--- config.mk ---
export PLATFORM = sky130hd
export DESIGN_NAME = delay_requester
export DESIGN_NICKNAME = d
export VERILOG_FILES = /design/src/rtl/delay_requester.sv
export SDC_FILE = /design/constraint.sdc
export NUM_CORES = 1
export LEC_CHECK = 0
export ABC_AREA = 1
export ABC_CLOCK_PERIOD_IN_PS = 2200
export BUFFER_PORTS_ARGS = -buffer_cell sky130_fd_sc_hd__buf_2
export CAP_MARGIN = 10
export CORE_MARGIN = 1.5
export CORE_UTILIZATION = 57
export CTS_CLUSTER_SIZE = 16
export DETAILED_ROUTE_END_ITERATION = 6
export GPL_TIMING_DRIVEN = 0
export PLACE_DENSITY = 0.87
export SLEW_MARGIN = 20
export SYNTH_ARGS = -nofsm -noshare
export SYNTH_HDL_FRONTEND = slang
export SYNTH_SLANG_ARGS = --single-unit
--- constraint.sdc ---
create_clock -name clk -period 2.2 [get_ports clk]
set_input_delay 0.33 -clock clk [delete_from_list [all_inputs] [get_ports clk]]
set_output_delay 0.33 -clock clk [all_outputs]
set_load 0.03 [all_outputs]
--- src/rtl/delay_requester.sv ---
// Initiator side of the PC-stall handshake: turns decode stall requests into
// delayEn edges, tracks the counter's pcEn ack/release and flags protocol errors.
module delay_requester #(
  parameter int unsigned CNT_W         = 8,
  parameter int unsigned ACK_TIMEOUT   = 4,
  parameter int unsigned STALL_TIMEOUT = 64
) (
  input  logic             clk,
  input  logic             rst_n,
  input  logic             stallReq,
  input  logic             pcEn,
  input  logic             clrErr,
  output logic             delayEn,
  output logic             stallActive,
  output logic             stallDone,
  output logic [CNT_W-1:0] stallLen,
  output logic [CNT_W-1:0] reqCount,
  output logic             pendingFull,
  output logic             overflow,
  output logic             timeout
);

  localparam int unsigned ACK_W  = $clog2(ACK_TIMEOUT + 1);
  localparam int unsigned WAIT_W = $clog2(STALL_TIMEOUT + 1);

  localparam logic [1:0] S_IDLE = 2'd0;
  localparam logic [1:0] S_REQ  = 2'd1;
  localparam logic [1:0] S_WAIT = 2'd2;
  localparam logic [1:0] S_DONE = 2'd3;

  localparam logic [CNT_W-1:0]  CNT_MAX   = '1;
  localparam logic [ACK_W-1:0]  ACK_LAST  = ACK_W'(ACK_TIMEOUT - 1);
  localparam logic [WAIT_W-1:0] WAIT_LAST = WAIT_W'(STALL_TIMEOUT - 1);

  logic [1:0]        state_q, state_d;
  logic              pend_q, pend_d;
  logic [ACK_W-1:0]  ack_cnt_q, ack_cnt_d;
  logic [WAIT_W-1:0] wait_cnt_q, wait_cnt_d;
  logic [CNT_W-1:0]  len_cnt_q, len_cnt_d;
  logic [CNT_W-1:0]  stall_len_q, stall_len_d;
  logic [CNT_W-1:0]  req_count_q, req_count_d;
  logic              delay_en_q, delay_en_d;
  logic              stall_active_q, stall_active_d;
  logic              stall_done_q, stall_done_d;
  logic              overflow_q, overflow_d;
  logic              timeout_q, timeout_d;
  logic              ovf_set, to_set;

  // State register and registered outputs
  always_ff @(posedge clk or negedge rst_n) begin
    if (!rst_n) begin
      state_q        <= S_IDLE;
      pend_q         <= 1'b0;
      ack_cnt_q      <= '0;
      wait_cnt_q     <= '0;
      len_cnt_q      <= '0;
      stall_len_q    <= '0;
      req_count_q    <= '0;
      delay_en_q     <= 1'b0;
      stall_active_q <= 1'b0;
      stall_done_q   <= 1'b0;
      overflow_q     <= 1'b0;
      timeout_q      <= 1'b0;
    end else begin
      state_q        <= state_d;
      pend_q         <= pend_d;
      ack_cnt_q      <= ack_cnt_d;
      wait_cnt_q     <= wait_cnt_d;
      len_cnt_q      <= len_cnt_d;
      stall_len_q    <= stall_len_d;
      req_count_q    <= req_count_d;
      delay_en_q     <= delay_en_d;
      stall_active_q <= stall_active_d;
      stall_done_q   <= stall_done_d;
      overflow_q     <= overflow_d;
      timeout_q      <= timeout_d;
    end
  end

  // Next-state, buffering and error logic
  always_comb begin
    state_d     = state_q;
    pend_d      = pend_q;
    ack_cnt_d   = '0;
    wait_cnt_d  = '0;
    len_cnt_d   = len_cnt_q;
    stall_len_d = stall_len_q;
    req_count_d = req_count_q;
    ovf_set     = 1'b0;
    to_set      = 1'b0;

    case (state_q)
      S_IDLE: begin
        if (stallReq || pend_q) begin
          state_d = S_REQ;
          // pending issued first; a simultaneous new request takes its slot
          pend_d  = stallReq && pend_q;
        end
      end
      S_REQ: begin
        if (stallReq) begin
          if (pend_q) ovf_set = 1'b1;
          else        pend_d  = 1'b1;
        end
        if (!pcEn) begin
          state_d   = S_WAIT;
          len_cnt_d = CNT_W'(1);
        end else if (ack_cnt_q == ACK_LAST) begin
          state_d = S_IDLE;
          to_set  = 1'b1;
        end else begin
          ack_cnt_d = ack_cnt_q + ACK_W'(1);
        end
      end
      S_WAIT: begin
        if (stallReq) begin
          if (pend_q) ovf_set = 1'b1;
          else        pend_d  = 1'b1;
        end
        if (pcEn) begin
          state_d     = S_DONE;
          stall_len_d = len_cnt_q;
          if (req_count_q != CNT_MAX) req_count_d = req_count_q + CNT_W'(1);
        end else if (wait_cnt_q == WAIT_LAST) begin
          state_d = S_IDLE;
          to_set  = 1'b1;
        end else begin
          wait_cnt_d = wait_cnt_q + WAIT_W'(1);
          if (len_cnt_q != CNT_MAX) len_cnt_d = len_cnt_q + CNT_W'(1);
        end
      end
      default: begin
        if (pend_q) begin
          state_d = S_REQ;
          pend_d  = stallReq;
        end else if (stallReq) begin
          state_d = S_REQ;
        end else begin
          state_d = S_IDLE;
        end
      end
    endcase

    overflow_d     = ovf_set || (overflow_q && !clrErr);
    timeout_d      = to_set  || (timeout_q  && !clrErr);
    delay_en_d     = (state_d == S_REQ);
    stall_active_d = (state_d == S_REQ) || (state_d == S_WAIT);
    stall_done_d   = (state_d == S_DONE);
  end

  assign delayEn     = delay_en_q;
  assign stallActive = stall_active_q;
  assign stallDone   = stall_done_q;
  assign stallLen    = stall_len_q;
  assign reqCount    = req_count_q;
  assign pendingFull = pend_q;
  assign overflow    = overflow_q;
  assign timeout     = timeout_q;

endmodule

## Yosys cells after proc, flatten, opt, wreduce, memory -nomap -nowiden

Cells that the tools add are included.

- Mux-type cells: 31
- Add/subtract/negate cells: 4
- Equality and inequality tests: 15
- Reduce and logical (&&, ||, !) cells: 15

Operator list:

| operator | count |
|---|---|
| $mux 8 | 4 |
| $mux 7 | 3 |
| $add 8x1->8 const B | 2 |
| $ne 8x8->1 const B | 2 |
| $pmux 8 s2 | 1 |
| $mux 1 | 12 |
| $mux 2 | 5 |
| $ne 2x2->1 const B | 5 |
| $mux 3 | 3 |
| $add 7x1->7 const B | 1 |
| $eq 7x6->1 const B | 1 |
| $eq 2x2->1 const B | 3 |
| $pmux 2 s3 | 1 |
| $reduce_and 5->1 | 1 |
| $eq 2x1->1 const B | 2 |
| $logic_or 1x1->1 | 4 |
| $pmux 1 s2 | 2 |
| $reduce_and 2->1 | 2 |
| $add 3x1->3 const B | 1 |
| $eq 3x2->1 const B | 1 |
| $logic_and 1x1->1 | 3 |
| $reduce_and 3->1 | 1 |
| $logic_not 2->1 | 1 |
| $ne 2x1->1 const B | 1 |
| 3 further kinds | 3 |

- Flip-flop bits (word level): 42
- Input bits: 5
- Output and inout port bits: 22
- Word-level logic and storage cells: 77

## Longest topological paths before layout

- Depth after elaboration: 6
- Mapped depth: 12
- Depth with buffers taken out: 12

## Least setup slack after synthesis

OpenSTA, ideal clock, no wires.

- Path type: reg2reg
- From: register state_q[0]
- To: register stall_active_q, in the netlist stallActive
- Data required time: 2.087 ns
- Stages on the path, launching flop included: 12
- Slack: 0.548 ns
- Arrival: 1.540 ns
- Setup time: 0.113 ns
- Clock period less this slack: 1.652 ns
- Buffers on the path: 1
- Cell sequence: dfrtp_1 > inv_1 > ha_1 > clkbuf_2 > nand2_1 > inv_2 > a21oi_1 > nand2_1 > nand2_1 > nand2_1 > ha_1 > inv_1

- Longest elaborated chain between the ends: 5

Ends and longest elaborated chain:

| element | line | source |
|---|---|---|
| from (decl) | 35 | `logic [1:0] state_q, state_d;` |
| from (signal assigned) | 65 | `state_q <= state_d;` |
| $mux 2 (on tied branches) | 124, 108 |  |
| $mux 2 (on tied branches) | 120, 105 |  |
| $pmux 2 s3 * | 92 | `case (state_q)` |
| $eq 2x1->1 or $eq 2x2->1 (tied branches) | 147 | `stall_active_d = (state_d == S_REQ) \|\| (state_d == S_WAIT);` |
| $logic_or 1x1->1 * | 147 |  |
| via stall_active_d | 43 | `logic stall_active_q, stall_active_d;` |
| to (signal assigned) | 73 | `stall_active_q <= stall_active_d;` |
| to (decl) | 43 |  |

Mark *: on every way through the listed nets, which the timed path passes. The rest lies on a longest branch.
A chain may end at the register's enable or synchronous reset.

## Worst setup path in the final report

Ends and elaborated chain as after synthesis.

==> summary.md <==
| Metric | Value |
|---|---|
| Run status | `completed` |
| Initial antenna violation count | `0` |
| Width of the chip | `63.6 um` |
| Number of vias after detailed routing | `1718` |
| Unrepaired setup endpoints after global routing | `no` |
| Power density over cell area | `1060 nW/um^2` |
| DRC errors left | `0` |
| Required time at the endpoint of the critical path | `2.45 ns` |
| Clk network pwr share | `0.194` |
| Synthesized cell area | `2090 um^2` |
| Proportion of synthesized chip area in sequential cells | `0.502` |
| Post-detailed-route count of antenna-violating nets | `0` |
| HPWL after detailed placement | `2690 um` |
| Number of port buffers | `26` |
| Internal cell power | `1.47 mW` |
| Syn-to-layout area delta | `12.6%` |
| Area of all placed cells without fillers | `2350 um^2` |
| Starting Density | `0.612` |
| Tot Pwr | `between 2 and 2.5 mW` |
| Maximum vdd ir drop | `between 0.6 and 0.7 mV` |
| Yosys cell types | `26` |
| Share of layout cells above drive strength 1 | `0.154` |
| Clock Sink Count | `42` |
| Mean post-synth cell area | `between 8 and 9 um^2` |
| Inserted Clock Buffers | `5` |
| TritonCTS clock tree | `built` |
| Final Max Tran Viols | `0` |
| Height of the chip | `63.6 um` |
| Worst EP arrival | `2.14 ns` |
| Core ar. | `approximately 3400 um^2` |
| Category of the critical setup timing path | `reg -> reg` |
| Wire length of the first global-routing pass | `6420 um` |
| Comb pwr share | `0.387` |
| Portion of the clock cycle consumed by the worst path in the final layout | `0.858` |
| Floorplan die area | `4040 um^2` |
| Number of standard cells after synthesis | `259` |
| Slew HR | `0.410` |
| Row count | `21` |
| Worst min-delay path class | `in -> async` |
| Level count of the clock H-tree | `2` |
| Clock tree skew after final layout | `0.0130 ns` |
| Gates resized, CTS repair | `0` |
| Minimum period implied by the final worst setup slack | `approximately 1.9 ns` |
| FMAX | `~0.53 GHz` |
| Antenna Cells | `0` |
| Iteration-0 DRC count of the detailed router | `94` |
| Final global-route overflow total | `0` |
| Standby leakage power | `1.28 nW` |
| Count of endpoints failing setup in the final report | `0` |
| Number of buffers on the longest clock path | `2` |
| Net switching power | `1.01 mW` |
| Maximum number of pins on one net before global-route repair | `43` |
| Sort of element at the end of the critical path | `flip-flop` |
| Top library cells by usage in the layout, fill and taps aside | `sky130_fd_sc_hd__nand2_1, sky130_fd_sc_hd__dfrtp_1, sky130_fd_sc_hd__inv_1, sky130_fd_sc_hd__buf_2, sky130_fd_sc_hd__nor2_1` |
| Global-route total usage across every layer | `0.205` |
| Leading cell type in the layout, fill and taps excluded | `sky130_fd_sc_hd__nand2_1` |
| Max-capacitance violation count | `0` |
| Sequential fraction of design power | `0.420` |
| First-pass detailed-route iteration total | `4` |
| Sw Ratio | `0.407` |
| Clock latency at the later pin of the worst-skew pair | `0.35 ns` |
| Setup TNS | `0 ns` |
| Vias in the first global route | `1549` |
| Transition at the pin with the smallest max-transition slack | `0.885 ns` |
| Final RePlAce weighted congestion | `0.798` |
| Hold violation total from the final report | `0` |
| Quantity of hold-fixing buffers added after cts | `0` |
| Element type at the critical path start | `flip-flop` |
| Highest fanout seen on the critical path | `8` |
| Clock slew seen by the registers of the worst setup and hold paths | `0.12 ns` |
| Placed cell area | `2280 um^2` |
| Post-layout nets | `~300` |
| CTS Root Cell | `sky130_fd_sc_hd__clkbuf_4` |
| Detailed-route wire length per cell | `10.9 um` |
| Aggregate routed wire length | `around 3700 um` |
| Setup Buffers After CTS | `0` |
| Post-synthesis sequential element count | `42` |
| Post-Synthesis Net Count | `273` |
| Drt via density | `approximately 5` |
| Ys Warns | `0` |
| Count of pins on the block boundary | `27` |
| Hold_ws | `0.0783 ns` |
==> worst max-delay path, stage by stage, from the launching register on <==
cell and delay [ns]:
sky130_fd_sc_hd__dfrtp_1 0.41, sky130_fd_sc_hd__inv_1 0.10, sky130_fd_sc_hd__ha_1 0.19, sky130_fd_sc_hd__clkbuf_2 0.14
sky130_fd_sc_hd__nand2_1 0.15, sky130_fd_sc_hd__inv_2 0.13, sky130_fd_sc_hd__a21oi_1 0.13, sky130_fd_sc_hd__nand2_1 0.09
sky130_fd_sc_hd__nand2_1 0.08, sky130_fd_sc_hd__nand2_1 0.06, sky130_fd_sc_hd__ha_1 0.28, sky130_fd_sc_hd__inv_1 0.03
==> path summary, 6_finish.rpt <==
kind,depth (start not counted),endpoint,from,slack [ns]
setup / recovery,11,stallActive,state_q[0],0.31
setup reg to reg,11,stallActive,state_q[0],0.31
min in group clk,4,timeout,clrErr,0.22
hold / removal,1,reqCount[2],rst_n,0.08
hold reg to reg,1,ack_cnt_q[0],ack_cnt_q[0],0.45
max in group asynchronous,1,stallLen[0],rst_n,1.56
==> synthesized netlist by cell type, drive strengths merged <==
| cell | count | area, um^2 |
|---|---|---|
| a21oi | 2 | 10.0 |
| a31oi | 1 | 6.26 |
| buf | 2 | 20.0 |
| clkbuf | 2 | 8.75 |
| dfrtp | 42 | 1050 |
| ha | 9 | 113 |
| inv | 32 | 120 |
| nand2 | 92 | 348 |
| nand3 | 21 | 110 |
| nand3b | 2 | 15.0 |
| nand4 | 1 | 6.26 |
| nor2 | 23 | 91.3 |
| nor3 | 3 | 15.0 |
| nor3b | 2 | 15.0 |
| o21ai | 16 | 91.3 |
| o22ai | 2 | 12.5 |
| or2 | 1 | 6.26 |
| xnor2 | 2 | 17.5 |
| xor2 | 4 | 35.0 |
==> cell families (layout without fill, tap and decap cells) <==
group	after synthesis	after routing	synth area share
and+or+nand+nor	145	145	0.290
xor gates and xnor gates	6	6	0.0251
DFF	42	42	0.502
buffers and inverters	36	70	0.0712
AOI/OAI and AO/OA	21	21	0.0574
adders and majority gates	9	9	0.0538
==> per-stage QoR <==
step	worst slack [ns]	instances	util
after detailed placement	0.309	331	0.667
after CTS	0.296	339	0.689
final	0.313	339	0.689
after floorplan	0.548	259	-
after global placement	0.352	331	0.667
after global routing	0.0808	339	0.689
==> flip-flops by register name (all words and copies together), names as in the netlist <==
| name | count |
|---|---|
| reqCount | 8 |
| delayEn | 1 |
| stallLen | 8 |
| ack_cnt_q | 3 |
| wait_cnt_q | 7 |
| overflow | 1 |
| timeout | 1 |
| pendingFull | 1 |
| len_cnt_q | 8 |
| state_q | 2 |
| stallActive | 1 |
| stallDone | 1 |
==> layout make-up <==
type | instances | area (um^2)
Fill cell | 297 | 1060
Sequential cell | 42 | 1050
Multi-Input combinational cell | 181 | 892
Timing Repair Buffer | 26 | 130
Inverter | 32 | 120
Tap cell | 46 | 57.6
Clock buffer | 7 | 45.0
Clock inverter | 1 | 30.0
Buffer | 4 | 28.8
==> power by group through the flow <==
stage	logic (mW)	registers, mW	clock network (mW)
finish	0.962	1.04	0.481
global route	1.09	1.07	0.518
CTS	0.972	1.04	0.495
detailed placement	0.970	1.06	0
global placement	0.939	1.05	0
floorplan	0.532	1.24	0
==> routing by layer <==
layer,GRT usage,vias up,share of wire
met5,0,-,0
met4,0.0924,0,0.016
met3,0.0518,6,0.051
met2,0.330,43,0.46
met1,0.260,797,0.47
li1,-,872,-
No activity file was read; power rests on OpenSTA's default activity.
